==> config.mk <==
export PLATFORM = sky130hd
export DESIGN_NAME = aucohl_pulse_gen16
export DESIGN_NICKNAME = d
export VERILOG_FILES = /design/src/rtl/aucohl_pgen_pkg.sv /design/src/rtl/aucohl_pgen_prescaler.sv /design/src/rtl/aucohl_pulse_gen16.sv
export SDC_FILE = /design/constraint.sdc
export NUM_CORES = 1
export LEC_CHECK = 0
export CELL_PAD_IN_SITES_DETAIL_PLACEMENT = 1
export CELL_PAD_IN_SITES_GLOBAL_PLACEMENT = 1
export CORE_AREA = 2 2 115 117
export DETAILED_ROUTE_END_ITERATION = 7
export DIE_AREA = 0 0 117 119
export MAX_ROUTING_LAYER = met4
export PLACE_DENSITY = 0.92
export SYNTH_ARGS = -nofsm -noshare
export SYNTH_HDL_FRONTEND = slang
export SYNTH_HIERARCHICAL = 1
export SYNTH_SLANG_ARGS = --single-unit
export TNS_END_PERCENT = 100
==> constraint.sdc <==
create_clock -name clk -period 5.2 [get_ports clk]
set_clock_uncertainty 0.1 [all_clocks]
set_input_delay 1.04 -clock clk [delete_from_list [all_inputs] [get_ports clk]]
set_output_delay 1.04 -clock clk [all_outputs]
set_load 0.02 [all_outputs]
==> src/rtl/aucohl_pgen_pkg.sv <==
// Shared types and default sizing for the pulse-train generator.
package aucohl_pgen_pkg;

    typedef enum logic [1:0] {
        IDLE = 2'd0,
        HIGH = 2'd1,
        LOW  = 2'd2
    } pgen_state_e;

    localparam int DEF_CW = 16;
    localparam int DEF_PW = 8;

endpackage

==> src/rtl/aucohl_pgen_prescaler.sv <==
// Prescaler: counts 0..pr and emits a one-cycle tick on the terminal count.
module aucohl_pgen_prescaler #(
    parameter int PW = 8
) (
    input  logic          clk,
    input  logic          rst,
    input  logic          clr,
    input  logic          en,
    input  logic [PW-1:0] pr,
    output logic          tick
);

    logic [PW-1:0] cnt;

    always_ff @(posedge clk) begin
        if (rst || clr) begin
            cnt <= '0;
        end else if (en) begin
            cnt <= (cnt == pr) ? '0 : cnt + PW'(1);
        end
    end

    assign tick = en && (cnt == pr);

endmodule

==> src/rtl/aucohl_pulse_gen16.sv <==
// Programmable pulse-train generator: high/low widths in prescaled ticks,
// finite or continuous number of periods, with abort and output invert.
module aucohl_pulse_gen16
    import aucohl_pgen_pkg::*;
#(
    parameter int CW = DEF_CW,
    parameter int PW = DEF_PW
) (
    input  logic          clk,
    input  logic          rst,
    input  logic          en,
    input  logic          start,
    input  logic          stop,
    input  logic [PW-1:0] pr,
    input  logic [CW-1:0] hi_len,
    input  logic [CW-1:0] lo_len,
    input  logic [CW-1:0] count,
    input  logic          inv,
    output logic          ext_out,
    output logic          busy,
    output logic          done,
    output logic          period_tick
);

    localparam logic [CW-1:0] ONE = CW'(1);

    pgen_state_e   state;
    logic [PW-1:0] pr_s;
    logic [CW-1:0] hi_s, lo_s, count_s;
    logic [CW-1:0] wcnt, pcnt;
    logic          ext_q;
    logic          tick;

    logic          go, abort;
    logic [CW-1:0] hi_eff, lo_eff, pnext;

    assign go     = start && en && !stop;
    assign abort  = stop || !en;
    assign hi_eff = (hi_s == '0) ? ONE : hi_s;
    assign lo_eff = (lo_s == '0) ? ONE : lo_s;
    assign pnext  = pcnt + ONE;

    // Prescaler restarts with the train so the first tick lands pr_s+1 clocks in.
    aucohl_pgen_prescaler #(
        .PW (PW)
    ) u_presc (
        .clk  (clk),
        .rst  (rst),
        .clr  ((state == IDLE && go) || !en),
        .en   (state != IDLE),
        .pr   (pr_s),
        .tick (tick)
    );

    always_ff @(posedge clk) begin
        if (rst) begin
            state       <= IDLE;
            pr_s        <= '0;
            hi_s        <= '0;
            lo_s        <= '0;
            count_s     <= '0;
            wcnt        <= '0;
            pcnt        <= '0;
            ext_q       <= 1'b0;
            busy        <= 1'b0;
            done        <= 1'b0;
            period_tick <= 1'b0;
        end else begin
            done        <= 1'b0;
            period_tick <= 1'b0;
            case (state)
                IDLE: begin
                    if (go) begin
                        pr_s    <= pr;
                        hi_s    <= hi_len;
                        lo_s    <= lo_len;
                        count_s <= count;
                        wcnt    <= ONE;
                        pcnt    <= '0;
                        state   <= HIGH;
                        ext_q   <= 1'b1;
                        busy    <= 1'b1;
                    end
                end
                HIGH: begin
                    if (abort) begin
                        state <= IDLE;
                        ext_q <= 1'b0;
                        busy  <= 1'b0;
                    end else if (tick) begin
                        if (wcnt == hi_eff) begin
                            state <= LOW;
                            ext_q <= 1'b0;
                            wcnt  <= ONE;
                        end else begin
                            wcnt <= wcnt + ONE;
                        end
                    end
                end
                LOW: begin
                    if (abort) begin
                        state <= IDLE;
                        ext_q <= 1'b0;
                        busy  <= 1'b0;
                    end else if (tick) begin
                        if (wcnt == lo_eff) begin
                            period_tick <= 1'b1;
                            pcnt        <= pnext;
                            if (count_s != '0 && pnext == count_s) begin
                                state <= IDLE;
                                busy  <= 1'b0;
                                done  <= 1'b1;
                            end else begin
                                state <= HIGH;
                                ext_q <= 1'b1;
                                wcnt  <= ONE;
                            end
                        end else begin
                            wcnt <= wcnt + ONE;
                        end
                    end
                end
                default: begin
                    state <= IDLE;
                    ext_q <= 1'b0;
                    busy  <= 1'b0;
                end
            endcase
        end
    end

    assign ext_out = ext_q ^ inv;

endmodule

# == After elaboration in Yosys (flattened, before gate mapping) ==
# Cells that the tools add are included.
# word_totals
out_inout_bits,4
elab_cells,107
in_bits,62
reg_bits,102
# op_classes
n_reduce_logical,25
bitwise,4
muxes,43
eq_ne,20
n_addsub,3
# op_table
operator,n
$mux W16,14
$eq A16 B16 Y1,3
$pmux W16 S3,1
$add A16 B1 Y16 const B,2
$logic_not A16 Y1,2
$pmux W16 S2,1
$ne A3 B3 Y1 const B,7
$mux W1,16
$reduce_bool A16 Y1,1
$reduce_and A5 Y1,3
$mux W2,7
$ne A2 B2 Y1 const B,7
$add A8 B1 Y8 const B,1
$eq A8 B8 Y1,1
$mux W8,1
$reduce_and A7 Y1,1
$pmux W1 S3,2
$pmux W2 S3,1
$reduce_and A6 Y1,1
$logic_and A1 B1 Y1,5
$reduce_or A5 Y1,1
$reduce_bool A2 Y1,2
$reduce_or A4 Y1,1
$logic_or A1 B1 Y1,3
other kinds (8),11

# == Depth between registers and ports, before layout ==
# depth
depth_word,8
ltp_mapped,12
mapped_depth_nobuf,11

# == Modules after synthesis ==
# Netlist, hierarchy kept.
# modules_own_cells
mod,instances,cells_per_inst,area_per_inst_um2
aucohl_pulse_gen16,1,663,5170.0
aucohl_pgen_prescaler,1,48,454.2

# == Worst setup path after synthesis ==
# OpenSTA, ideal clock, no wires.
# synth_path
kind,in2reg
startpoint,input en
endpoint,register pcnt[10]
n_path_buf,1
setup_slack_ps,2234
t_required_ps,5030
path_stages,7
t_arrival_ps,2796
setup_time_ps,70
path_cell_list,nor2b_1 > and2_1 > nand2_1 > or4b_1 > clkbuf_1 > or3_1 > a21oi_1
# synth_via
elab_chain_len,4
# synth_rtl
item,line_no,text
from (decl),aucohl_pulse_gen16.sv:11,"input logic en,"
$logic_not A1 Y1 / $logic_and A1 B1 Y1 (equally long branches),"aucohl_pulse_gen16.sv:38, aucohl_pulse_gen16.sv:37",
$logic_or A1 B1 Y1 / $logic_and A1 B1 Y1 (equally long branches),"aucohl_pulse_gen16.sv:38, aucohl_pulse_gen16.sv:37",
$ne A2 B2 Y1 (no line),--,
$reduce_and A5 Y1 (no line) *,--,
to (signal assigned),aucohl_pulse_gen16.sv:108,pcnt <= pnext;
to (decl),aucohl_pulse_gen16.sv:30,"logic [CW-1:0] wcnt, pcnt;"
# Every way passes the cells marked *; elsewhere a longest branch is shown, timed or not.
# A chain may end at the register's enable or synchronous reset.

# == Final worst setup path ==
# layout_path
startpoint,input en
endpoint,register pcnt[7]
# The elaborated chain is that of the path after synthesis.

==> impl_metrics.env <==
export IMPL_synth_top_area_share_pct=36.3
export IMPL_finalSetupViolCount=0
export IMPL_clock_latency_ns=0.36
export IMPL_worst_pin_slew_ns=1.23
export IMPL_synth_nets=780
export IMPL_critical_path_arrival_ns=3.97
export IMPL_synth_cell_area_sq_um=5620
export IMPL_fin_total_pwr_uw=1970
export IMPL_clkTransAtPathRegs_ns=0.07
export IMPL_synth_edf_count=0
export IMPL_synth_mux_area_share_pct=0.890
export IMPL_hold_buffers=0
export IMPL_cp_start_kind="input pin"
export IMPL_synth_simple_gate_area_share_pct=28.8
export IMPL_grtUsageTotal_pct=27.0
export IMPL_post_cts_resized=0
export IMPL_drc=0
export IMPL_io_buffer_count=65
export IMPL_synthTopCellsByArea="dfxtp_1 (36%), nand2_1 (9.1%), a21oi_1 (7.7%), xor2_1 (6.1%), xnor2_1 (4.2%)"
export IMPL_die_y_um=119
export IMPL_end_kind="flip-flop"
export IMPL_cpMaxStageDelayCell="or4b_1"
export IMPL_drive_gt1_share_pct=4.79
export IMPL_clock_sinks=102
export IMPL_crit_top_cell="nand2_1"
export IMPL_min_period_over_period_pct=72.7
export IMPL_path_cells="clkdlybuf4s50_1, nor2b_1, nand2_1, nand2_1, or4b_1, or4_1, a21oi_1"
export IMPL_cts_setup_buffers=0
export IMPL_reg2reg_to="pcnt[7]$_SDFFE_PP0P_"
export IMPL_p_leak_uw=0.00241
export IMPL_slew_headroom_pct=18.1
export IMPL_place_ws_ns=1.06
export IMPL_htreeDepth=3
export IMPL_vdd_drop_max_v=0.000247
export IMPL_cts_buffers=9
export IMPL_antenna_cells=0
export IMPL_run_status="completed"
export IMPL_core_area_sq_um=12900
export IMPL_fillCellCount=1558
export IMPL_timing_max_transition_violations_final=0
export IMPL_ant_nets=0
export IMPL_syn_to_final_growth_pct=18.2
export IMPL_crit_path_end="pcnt[7]$_SDFFE_PP0P_"
export IMPL_io_pins=66
export IMPL_layout_nets=816
export IMPL_num_vias=5439
export IMPL_grt_max_degree=57
export IMPL_period_minus_slack_ns=3.78
export IMPL_rrSetupSlack_ns=1.61
export IMPL_critPathLaunch="en"
export IMPL_yosys_warnings=6
export IMPL_clockRootBuffer="clkbuf_16"
export IMPL_max_cap_violations=0
export IMPL_required_ns=5.39
export IMPL_num_rows=42
export IMPL_seq_area_frac_synth_pct=36.3
export IMPL_register_area_sq_um=2040
export IMPL_cts_tree="done"
export IMPL_dp_hpwl_mm=12.7
export IMPL_first_pass_iters=5
export IMPL_synth_flop_cell="dfxtp_1"
export IMPL_synthDistinctLibCells=55
export IMPL_worstSetupPathType="in2reg"
export IMPL_wirelength_mm=17.1
export IMPL_first_global_vias=5815
export IMPL_hold_violations=0
export IMPL_synth_top_area_cell="dfxtp_1"
export IMPL_utilization_pct=51.6
export IMPL_max_stage_delay_ns=0.84
export IMPL_synth_top_family_by_area="simple AND/OR/NAND/NOR gates"
export IMPL_cp_max_fo=23
export IMPL_grt_overflow=0
export IMPL_synth_xor_area_share_pct=10.3
export IMPL_dieArea_sq_um=13900
export IMPL_avgSynthCellArea_sq_um=7.91
export IMPL_drt_iter0_drc=262
export IMPL_synthCells=711
export IMPL_place_gp_congestion=0.950
export IMPL_via_per_inst=5.86
export IMPL_pwr_density_cell_nw_per_um2=297
export IMPL_clock_path_buffers=2
export IMPL_rsz0062_at_grt="no"
export IMPL_fin_setup_tns_ns=0
export IMPL_multiInputGateArea_sq_um=3350
export IMPL_die_w_um=117
export IMPL_fmax_ghz=0.265
export IMPL_antenna_found_initial=0
export IMPL_synthAdderAreaFrac_pct=1.56
export IMPL_wl_per_cell_um=18.5
export IMPL_ys_ff_latch=102
export IMPL_r2r_start="state[0]$_SDFFE_PP0P_"
export IMPL_r2r_cells=9
export IMPL_yosys_top_cells_count="nand2_1 (136), dfxtp_1 (102), a21oi_1 (86)"
export IMPL_synthArstFlopShare_pct=0
export IMPL_hold_class="reg2reg"
export IMPL_synth_compound_area_share_pct=17.8
export IMPL_hold_slack_ns=0.371
export IMPL_grt_pass1_wl_mm=28.8
export IMPL_synth_most_common_cell="nand2_1"
export IMPL_setup_ws_ns=1.42
export IMPL_start_util_pct=43.7
routing by layer:
layer,up-vias,routed length (um),track usage (%)
met1,2679,7060,31.2
met3,30,675,6.11
met2,114,9030,45.9
li1,2616,-,-
met5,-,0,-
met4,0,381,8.82
cell usage in the layout, fill, tap and decap left out, drive strengths merged, types with 10 or more instances in the layout:
master,synthesis,final
nor4,32,32
nand4,18,18
xor2,39,39
nand3,24,24
o21ai,22,22
inv,18,19
or3,15,15
xnor2,27,27
nor3,13,13
nor2,25,25
and3,13,13
clkdlybuf4s50,0,64
dfxtp,102,102
nand2,136,136
a21oi,86,86
clkbuf,30,10
sequential cells by signal, summed over array words and instances (netlist names):
| signal | flops |
|---|---|
| count_s | 16 |
| hi_s | 16 |
| lo_s | 16 |
| pcnt | 16 |
| wcnt | 16 |
| pr_s | 8 |
| u_presc/cnt | 8 |
| state | 2 |
| busy | 1 |
| done | 1 |
| ext_q | 1 |
| period_tick | 1 |
how the worst min path moves through the flow:
| stage | startpoint | to | slack, ns | cells past startpoint |
|---|---|---|---|---|
| after floorplan | hi_s[0]$_SDFFE_PP0P_ | hi_s[0]$_SDFFE_PP0P_ | 0.34 | 2 |
| after global placement | busy$_SDFFE_PP0P_ | busy$_SDFFE_PP0P_ | 0.35 | 2 |
| after detailed placement | busy$_SDFFE_PP0P_ | busy$_SDFFE_PP0P_ | 0.35 | 2 |
| after CTS | pr_s[7]$_SDFFE_PP0P_ | pr_s[7]$_SDFFE_PP0P_ | 0.37 | 2 |
| after global routing | busy$_SDFFE_PP0P_ | busy$_SDFFE_PP0P_ | 0.40 | 2 |
| final | pr_s[0]$_SDFFE_PP0P_ | pr_s[0]$_SDFFE_PP0P_ | 0.37 | 2 |
final cells by class:
cell class                      instances  area share, %
Clock buffer                           10           3.44
Clock inverter                          6           1.07
Inverter                               18           1.02
Multi-Input combinational cell        548           50.4
Sequential cell                       102           30.7
Tap cell                              176           3.31
Timing Repair Buffer                   68           10.1
cells by family after synthesis:
group | after synthesis
AND/OR/NAND/NOR | 312
multiplexers | 5
adder cells (fa/ha/maj) | 7
XOR/XNOR | 66
AO/OA/AOI/OAI | 158
buffers and inverters | 61
flip-flops | 102
metrics by stage:
step                cells  cell area [sq um]
detailed placement    912               6350
floorplan             711               5620
global placement      912               6350
global route          928               6650
finish                928               6650
CTS                   928               6650
power breakdown:
group / internal [uW] / switching (uW) / total [uW]
clock: 377 / 313 / 690
sequential: 813 / 38.5 / 852
combinational: 169 / 262 / 431
total: 1360 / 614 / 1970
critical path: cells and delay by family:
| kind | cells | cell delay, ns |
|---|---|---|
| buf+inv | 1 | 0.47 |
| simple gates | 5 | 2.29 |
| compound gates | 1 | 0.16 |
Power figures use the tool's default switching activity.
